### src/rtl/alu_pkg.sv
// Shared ALU definitions: control width, op-codes, MISR defaults and monitor states.
package alu_pkg;

    localparam int unsigned ALU_CTRL_W = 4;

    localparam logic [ALU_CTRL_W-1:0] ALU_AND = 4'b0000;
    localparam logic [ALU_CTRL_W-1:0] ALU_OR  = 4'b0001;
    localparam logic [ALU_CTRL_W-1:0] ALU_ADD = 4'b0010;
    localparam logic [ALU_CTRL_W-1:0] ALU_SUB = 4'b0110;
    localparam logic [ALU_CTRL_W-1:0] ALU_SLT = 4'b0111;
    localparam logic [ALU_CTRL_W-1:0] ALU_NOR = 4'b1100;

    localparam logic [31:0] MISR_POLY_DEF = 32'h04C11DB7;
    localparam logic [31:0] MISR_SEED_DEF = 32'hFFFFFFFF;

    typedef enum logic [1:0] {
        IDLE = 2'd0,
        RUN  = 2'd1,
        DONE = 2'd2
    } monState_t;

endpackage

### src/rtl/misr_reg.sv
// Multiple-input signature register: Galois-style shift with polynomial feedback.
module misr_reg #(
    parameter int unsigned WIDTH = 32,
    parameter logic [31:0] POLY  = 32'h04C11DB7,
    parameter logic [31:0] SEED  = 32'hFFFFFFFF
) (
    input  logic             clk,
    input  logic             reset,
    input  logic             load,
    input  logic             shift,
    input  logic [WIDTH-1:0] din,
    output logic [WIDTH-1:0] q
);

    localparam logic [WIDTH-1:0] POLY_W = WIDTH'(POLY);
    localparam logic [WIDTH-1:0] SEED_W = WIDTH'(SEED);

    logic [WIDTH-1:0] feedback;

    assign feedback = q[WIDTH-1] ? POLY_W : '0;

    always_ff @(posedge clk) begin
        if (reset || load) begin
            q <= SEED_W;
        end else if (shift) begin
            q <= {q[WIDTH-2:0], 1'b0} ^ feedback ^ din;
        end
    end

endmodule

### src/rtl/alu_result_monitor.sv
// Captures ALU results into a MISR signature and counts samples, zero and overflow events.
module alu_result_monitor
    import alu_pkg::*;
#(
    parameter int unsigned WIDTH     = 32,
    parameter int unsigned CNT_W     = 16,
    parameter logic [31:0] MISR_POLY = MISR_POLY_DEF,
    parameter logic [31:0] MISR_SEED = MISR_SEED_DEF
) (
    input  logic                  clk,
    input  logic                  reset,
    input  logic                  start,
    input  logic                  stop,
    input  logic [CNT_W-1:0]      sampleLimit,
    input  logic                  sampleValid,
    input  logic [ALU_CTRL_W-1:0] aluControl,
    input  logic [WIDTH-1:0]      aluOut,
    input  logic                  zeroFlag,
    input  logic                  overflow,
    output logic                  busy,
    output logic                  done,
    output logic [WIDTH-1:0]      signature,
    output logic [CNT_W-1:0]      sampleCount,
    output logic [CNT_W-1:0]      zeroCount,
    output logic [CNT_W-1:0]      overflowCount
);

    localparam int unsigned FLAG_W = ALU_CTRL_W + 2;

    monState_t        state;
    monState_t        nextState;
    logic             enterRun;
    logic             absorb;
    logic [CNT_W-1:0] limitReg;
    logic [CNT_W-1:0] sampleCountInc;
    logic [WIDTH-1:0] misrDin;

    // Saturating next value of the sample counter, used for both update and limit compare.
    assign sampleCountInc = (sampleCount == '1) ? sampleCount : sampleCount + CNT_W'(1);

    assign misrDin = aluOut ^ WIDTH'({aluControl, overflow, zeroFlag});

    always_ff @(posedge clk) begin
        if (reset) begin
            state <= IDLE;
            busy  <= 1'b0;
            done  <= 1'b0;
        end else begin
            state <= nextState;
            busy  <= (nextState == RUN);
            done  <= (nextState == DONE);
        end
    end

    always_comb begin
        nextState = state;
        enterRun  = 1'b0;
        absorb    = 1'b0;
        case (state)
            IDLE, DONE: begin
                if (start) begin
                    nextState = RUN;
                    enterRun  = 1'b1;
                end
            end
            RUN: begin
                absorb = sampleValid;
                if (stop || (sampleValid && (limitReg != '0) && (sampleCountInc == limitReg))) begin
                    nextState = DONE;
                end
            end
            default: nextState = IDLE;
        endcase
    end

    // Event counters saturate at all-ones; limit is captured as a run begins.
    always_ff @(posedge clk) begin
        if (reset) begin
            sampleCount   <= '0;
            zeroCount     <= '0;
            overflowCount <= '0;
            limitReg      <= '0;
        end else if (enterRun) begin
            sampleCount   <= '0;
            zeroCount     <= '0;
            overflowCount <= '0;
            limitReg      <= sampleLimit;
        end else if (absorb) begin
            sampleCount <= sampleCountInc;
            if (zeroFlag && (zeroCount != '1)) begin
                zeroCount <= zeroCount + CNT_W'(1);
            end
            if (overflow && (overflowCount != '1)) begin
                overflowCount <= overflowCount + CNT_W'(1);
            end
        end
    end

    misr_reg #(
        .WIDTH (WIDTH),
        .POLY  (MISR_POLY),
        .SEED  (MISR_SEED)
    ) uMisr (
        .clk   (clk),
        .reset (reset),
        .load  (enterRun),
        .shift (absorb),
        .din   (misrDin),
        .q     (signature)
    );

    initial begin : paramCheck
    end

endmodule

### config.mk
export PLATFORM = sky130hd
export DESIGN_NAME = alu_result_monitor
export DESIGN_NICKNAME = d
export VERILOG_FILES = /design/src/rtl/alu_pkg.sv /design/src/rtl/misr_reg.sv /design/src/rtl/alu_result_monitor.sv
export SDC_FILE = /design/constraint.sdc
export NUM_CORES = 1
export LEC_CHECK = 0
export CELL_PAD_IN_SITES_DETAIL_PLACEMENT = 0
export CELL_PAD_IN_SITES_GLOBAL_PLACEMENT = 2
export CORE_MARGIN = 2
export CORE_UTILIZATION = 28
export CTS_BUF_LIST = sky130_fd_sc_hd__clkbuf_16
export DETAILED_ROUTE_END_ITERATION = 10
export GPL_TIMING_DRIVEN = 0
export PLACE_DENSITY_LB_ADDON = 0.1
export SETUP_SLACK_MARGIN = 0.3
export SLEW_MARGIN = 30
export SYNTH_ARGS = -nofsm -noshare
export SYNTH_HDL_FRONTEND = slang
export SYNTH_SLANG_ARGS = --single-unit
### constraint.sdc
create_clock -name clk -period 3.6 [get_ports clk]
set_input_delay 0.72 -clock clk [delete_from_list [all_inputs] [get_ports clk]]
set_output_delay 0.72 -clock clk [all_outputs]
set_load 0.01 [all_outputs]
======== Word-level counts from Yosys, hierarchy flattened ========
Index checks and enable logic that the tools add are counted.
storage, ports and cells
  flip-flop bits (word level) ............. 100
  input port bits ......................... 59
  output and inout port bits .............. 82
  logic and storage cells ................. 42
operators by class
  $add $sub $neg .......................... 3
  eq/ne operators ......................... 8
  multiplexer cells ....................... 8
  bitwise operators ....................... 3
  reductions and logical operators ........ 12
operator list
  operator                                             count
  bitwise XOR 32 bit                                   2
  adder 16 x 1 -> 16 bit, second input constant        3
  inequality test 16 bit, second input constant        2
  bitwise XOR 32 x 6 -> 32 bit                         1
  two-way mux 27 bit                                   1
  equality test 16 bit                                 1
  equality test 16 bit, second input constant          1
  two-way mux 16 bit                                   1
  nonzero test 16 bit                                  1
  equality test 2 x 1 -> 1 bit, second input constant  2
  equality test 2 bit, second input constant           2
  logical AND 1 bit                                    4
  two-way mux 2 bit                                    2
  case mux 2 bit (2 select lines)                      1
  AND reduction 2 bit                                  2
  OR reduction 2 bit                                   2
  two-way mux 1 bit                                    3
  zero test 2 bit                                      1
  logical OR 1 bit                                     2

======== Longest topological paths before layout ========
  word-level depth ........................ 8
  depth in mapped cells ................... 9
  depth with buffers taken out ............ 8

======== Modules after synthesis ========
From an unflattened synthesis, not the netlist that was laid out.
unflattened totals
  cells, all modules ...................... 582
  area total of the unflattened synthesis .. 5293.8 µm²
modules (own cells, without submodules)
  module              instances  cells an instance  area an instance (µm²)  seq. area each (µm²)
  alu_result_monitor  1          442                3651.0                  1361.3
  misr_reg            1          140                1642.8                  640.6

======== Worst setup path before layout ========
Ideal clock, no wire load.
  path type ............................... reg2reg
  from .................................... register sampleCount[0]
  to ...................................... register done
  library setup time ...................... 0.061 ns
  arrival ................................. 2.683 ns
  data required time ...................... 3.539 ns
  slack ................................... 0.856 ns
  cell stages (with the launch flop) ...... 10
  path buffers ............................ 1
  clock period less this slack ............ 2.744 ns
  path through ............................ dfxtp_1 ha_1 nand4_2 or2_1 buf_6 nor2_4 and4b_1 or4_4 nor4_4 a41o_1
on the way
  longest elaborated chain between the ends .. 8
  elaborated cells on any way between the ends .. 9
  classes of those cells .................. add/sub: 1; eq/ne: 3; mux: 3; reduce/logical: 2
RTL lines
  item                                                            RTL line                  RTL
  start: declaration                                              alu_result_monitor.sv:23  output logic [CNT_W-1:0] sampleCount,
  start signal: assignment                                        alu_result_monitor.sv:89  sampleCount <= sampleCountInc;
  adder 16 x 1 -> 16 bit or equality test 16 bit (tied branches)  alu_result_monitor.sv:39  assign sampleCountInc = (sampleCount == '1) ? sampleCount : sampleCount + CNT_W'(1);
  two-way mux 16 bit *                                            alu_result_monitor.sv:39
  equality test 16 bit *                                          alu_result_monitor.sv:68  if (stop || (sampleValid && (limitReg != '0) && (sampleCountInc == limitReg))) begin
  logical AND 1 bit *                                             alu_result_monitor.sv:68
  logical OR 1 bit *                                              alu_result_monitor.sv:68
  two-way mux 2 bit *                                             alu_result_monitor.sv:68
  case mux 2 bit (2 select lines) *                               alu_result_monitor.sv:59  case (state)
  equality test 2 bit *                                           alu_result_monitor.sv:51  done <= (nextState == DONE);
  end signal: assignment                                          alu_result_monitor.sv:51
  end: declaration                                                alu_result_monitor.sv:21  output logic done,
Mark *: on every way between the ends. The rest lies on a longest branch, timed or not.
A chain may end at the register's enable or synchronous reset.

======== Worst setup path after layout ========
  from .................................... register sampleCount[0]
  to ...................................... register busy
on the way
  longest elaborated chain between the ends .. 8
  elaborated cells on any way between the ends .. 9
  classes of those cells .................. add/sub: 1; eq/ne: 3; mux: 3; reduce/logical: 2
RTL lines
  item                                                            RTL line                  RTL
  adder 16 x 1 -> 16 bit or equality test 16 bit (tied branches)  alu_result_monitor.sv:39
  two-way mux 16 bit *                                            alu_result_monitor.sv:39
  equality test 16 bit *                                          alu_result_monitor.sv:68
  logical AND 1 bit *                                             alu_result_monitor.sv:68
  logical OR 1 bit *                                              alu_result_monitor.sv:68
  two-way mux 2 bit *                                             alu_result_monitor.sv:68
  case mux 2 bit (2 select lines) *                               alu_result_monitor.sv:59
  equality test 2 x 1 -> 1 bit *                                  alu_result_monitor.sv:50  busy <= (nextState == RUN);
  end signal: assignment                                          alu_result_monitor.sv:50
  end: declaration                                                alu_result_monitor.sv:20  output logic busy,
Marks and branches as above.

==> results.py <==
metrics = {
    "run_status": {
        "status": "finished clean",
    },
    "power_and_ir_drop": {
        "leakagePower_nw": 2.51,
        "p_comb_share_pct": 13.0,
        "sw_frac_of_total_pct": 25.7,
        "cellPowerDensity_nw_per_um2": 354,
        "clock_power_share_pct": 40.1,
        "peakVddDrop_mv": 0.220,
        "p_switching_mw": 0.638,
        "seq_power_share_pct": 46.9,
        "internal_power_mw": 1.84,
    },
    "grt": {
        "antenna_found_initial": 1,
        "grt.total_usage_pct": 15.9,
        "grt_max_degree": 18,
        "use_met1_pct": 19.8,
        "use_met3_pct": 4.75,
        "grtUsageMet2_pct": 26.3,
        "grt_pass1_wl_um": 23300,
        "grt-busiest-layer": "met2",
        "first_global_vias": 4486,
        "grt_overflow_total": 0,
    },
    "yosys": {
        "netlist_area_um2": 5010,
        "synth.distinct_cells": 54,
        "synth_compound_gate_area_share_pct": 12.3,
        "synth-xor-area-share_pct": 18.7,
        "yosysWarnings": 0,
        "synth_ff_type": "dfxtp_1",
        "yosys_register_bits": 100,
        "yosys.area.top_type": "dfxtp_1",
        "synthSimpleGateAreaFrac_pct": 23.4,
        "synth-edff-count": 0,
        "synth_top_family_by_area": "simple AND/OR/NAND/NOR gates",
        "syn_nets": 654,
        "syn_inst": 592,
        "synthArstFlopShare_pct": 0,
        "syn_avg_cell_area_um2": 8.47,
        "synthAdderAreaFrac_pct": 0.749,
        "synth-seq-area-share_pct": 39.9,
        "synthTopCellsByArea": "dfxtp_1, xnor2_1, xor2_1",
        "muxShareOfSynthArea_pct": 1.02,
        "yosysTopAreaCellShare_pct": 39.9,
    },
    "critical_path": {
        "crit_family": "simple AND/OR/NAND/NOR gates",
        "cpPeakStageDelay_ps": 510,
        "endpoint": "busy$_SDFF_PP0_",
        "path_buf_inv": 1,
        "cp.required_ps": 3810,
        "r2r.worst_path.cells": 9,
        "cp.depth": 9,
        "crit_type": "register to register",
        "r2r-start": "sampleCount[0]$_SDFFE_PP0P_",
        "start_kind": "register",
        "crit_path_start": "sampleCount[0]$_SDFFE_PP0P_",
        "cp_max_fo": 9,
        "reg2reg_slack_ps": 490,
        "critPathCaptureType": "register",
        "r2r_end": "busy$_SDFF_PP0_",
        "critPathSlowestCell": "or4_4",
        "crit_chain": "ha_2 > nand4_2 > or2_1 > buf_6 > nor4_1 > o32ai_1 > or4_4 > nor4_4 > o22ai_1",
        "cp_data_arrival_time_ps": 3310,
    },
    "route": {
        "drtIter0Drc": 247,
        "wl_per_cell_um": 15.1,
        "antenna_left": 0,
        "firstDrtPassIters": 4,
        "via_per_inst": 4.74,
        "dr_total_vias": 4614,
        "routed_wl_um": 14700,
        "route.detailed.drc": 0,
    },
    "clocking": {
        "cts_resized": 1,
        "cts_root_buffer": "clkbuf_16",
        "cts_buffers": 9,
        "cts.sinks": 100,
        "cts_tree": "done",
        "cts_max_level": 3,
        "cts_setup_buffers": 0,
        "clk_latency_ps": 350,
        "clock_path_buffers": 2,
        "clkTransAtPathRegs_ps": 70,
        "cts_hold_buf": 0,
    },
    "finish": {
        "ff_latch_area_um2": 2000,
        "fill_cells": 1803,
        "multi_input_area_um2": 2810,
        "area_growth_pct": 39.7,
        "nNetsFinal": 805,
        "finalInstanceArea_um2": 7000,
        "drive_gt1_share_pct": 4.41,
    },
    "sta": {
        "min_period_ps": 3110,
        "period_share_pct": 86.3,
        "finalHoldViolCount": 0,
        "relSlewSlack_pct": 45.2,
        "rsz0062_at_grt": "false",
        "setup_tns_ps": 0,
        "tightest_slew_ps": 822,
        "max_freq_mhz": 322,
        "slew_violations": 0,
        "finClkSkew_ps": 10.3,
        "setup_viol": 0,
    },
    "place": {
        "io_buffers": 140,
        "place_area_um2": 6700,
        "dpl.hpwl_um": 11200,
        "finalWeightedCongestion": 0.781,
    },
    "floorplanning": {
        "die_area_um2": 19000,
        "core-area_um2": 17400,
        "chipHeight_um": 138,
        "ios": 141,
        "die_w_um": 138,
        "rows": 48,
        "initial_core_util_pct": 28.8,
    },
    "min_path": {
        "whs_path_depth": 2,
        "hp-class": "register to register",
    },
    "flow_run": {
        "cap_violations": 0,
    },
}
[layout make-up]
cell class                 count  area share (%)
multi-input combinational    443            40.2
sequential                   100            28.6
timing repair buffer         140            20.0
tap                          225            4.02
clock buffer                   9            3.22
buffer                        37            2.20
clock inverter                 7            1.05
inverter                      12           0.643
antenna                        1          0.0357
[per-layer routing]
metal	wire length [um]	vias up	part of all wire, %
met4	144	0	0.98
met3	974	8	6.6
met1	6550	2151	45
li1	-	2352	-
met5	0	-	0
met2	7050	103	48
[worst min-delay path, stage by stage, from the launching register on]
cell	delay (ps)
dfxtp_1	330
nand2_1	60
a21oi_1	50
[cells by family (layout without fill, tap and decap cells)]
family / count (synthesis) / count (layout)
and+or+nand+nor: 239 / 239
xor gates and xnor gates: 107 / 107
DFF: 100 / 100
AOI/OAI and AO/OA: 89 / 89
buffers and inverters: 49 / 205
muxes: 5 / 5
adders and majority gates: 3 / 3
other: 0 / 1
[sequential cells by signal (all words and copies together), names as in the netlist]
register and count:
uMisr.q 32, limitReg 16, busy 1, zeroCount 16
overflowCount 16, sampleCount 16, done 1, state 2
[placed cells by master (no fill, tap or decap), types with 4 or more instances in the layout]
cell             instances
dfxtp_1                 98
and3_1                   8
clkdlybuf4s50_1        140
inv_1                   12
mux2i_1                  4
clkbuf_16                9
and4_1                   4
nor4_1                   8
buf_2                    6
xnor2_1                 66
nand4_1                 21
a21oi_1                 24
nand3_1                 14
nor3_1                  10
nand2_1                 88
clkbuf_1                28
nor2_1                  60
o211ai_1                33
xor2_1                  41
o22ai_1                  5
nor2b_1                  5
[stage by stage]
step	setup WS [ps]	power [mW]	hold WS [ps]	utilization, %	cells
finish	494	2.48	489	40.2	974
global route	321	2.60	513	40.2	973
floorplan	856	1.36	449	-	592
global placement	322	1.51	480	38.4	957
CTS	311	2.54	492	40.2	973
detailed placement	322	1.52	482	38.4	957
[Yosys cell counts (3+ instances only)]
library cell / count
a21oi_1: 24
a311oi_1: 3
and3_1: 8
and4_1: 4
buf_2: 6
clkbuf_1: 28
dfxtp_1: 100
ha_1: 3
inv_1: 12
mux2i_1: 4
nand2_1: 88
nand3_1: 14
nand3b_1: 3
nand4_1: 21
nor2_1: 60
nor2b_1: 5
nor3_1: 10
nor3b_1: 3
nor4_1: 8
o211ai_1: 33
o21ai_0: 3
o22ai_1: 5
xnor2_1: 66
xor2_1: 41
[worst min-delay path by stage]
stage	start	end	slack, ps
finish	limitReg[11]$_SDFFE_PP0P_	limitReg[11]$_SDFFE_PP0P_	490
global route	limitReg[11]$_SDFFE_PP0P_	limitReg[11]$_SDFFE_PP0P_	510
CTS	limitReg[11]$_SDFFE_PP0P_	limitReg[11]$_SDFFE_PP0P_	490
detailed placement	limitReg[11]$_SDFFE_PP0P_	limitReg[11]$_SDFFE_PP0P_	480
global placement	limitReg[0]$_SDFFE_PP0P_	limitReg[0]$_SDFFE_PP0P_	480
floorplan	limitReg[12]$_SDFFE_PP0P_	limitReg[12]$_SDFFE_PP0P_	450
[power groups by stage]
stage | combinational (mW) | clock [mW] | sequential [mW]
CTS | 0.329 | 1.04 | 1.16
finish | 0.322 | 0.996 | 1.16
floorplan | 0.170 | 0 | 1.19
global placement | 0.325 | 0 | 1.19
detailed placement | 0.327 | 0 | 1.19
global route | 0.358 | 1.08 | 1.17
(Power assumes the default switching activity.)
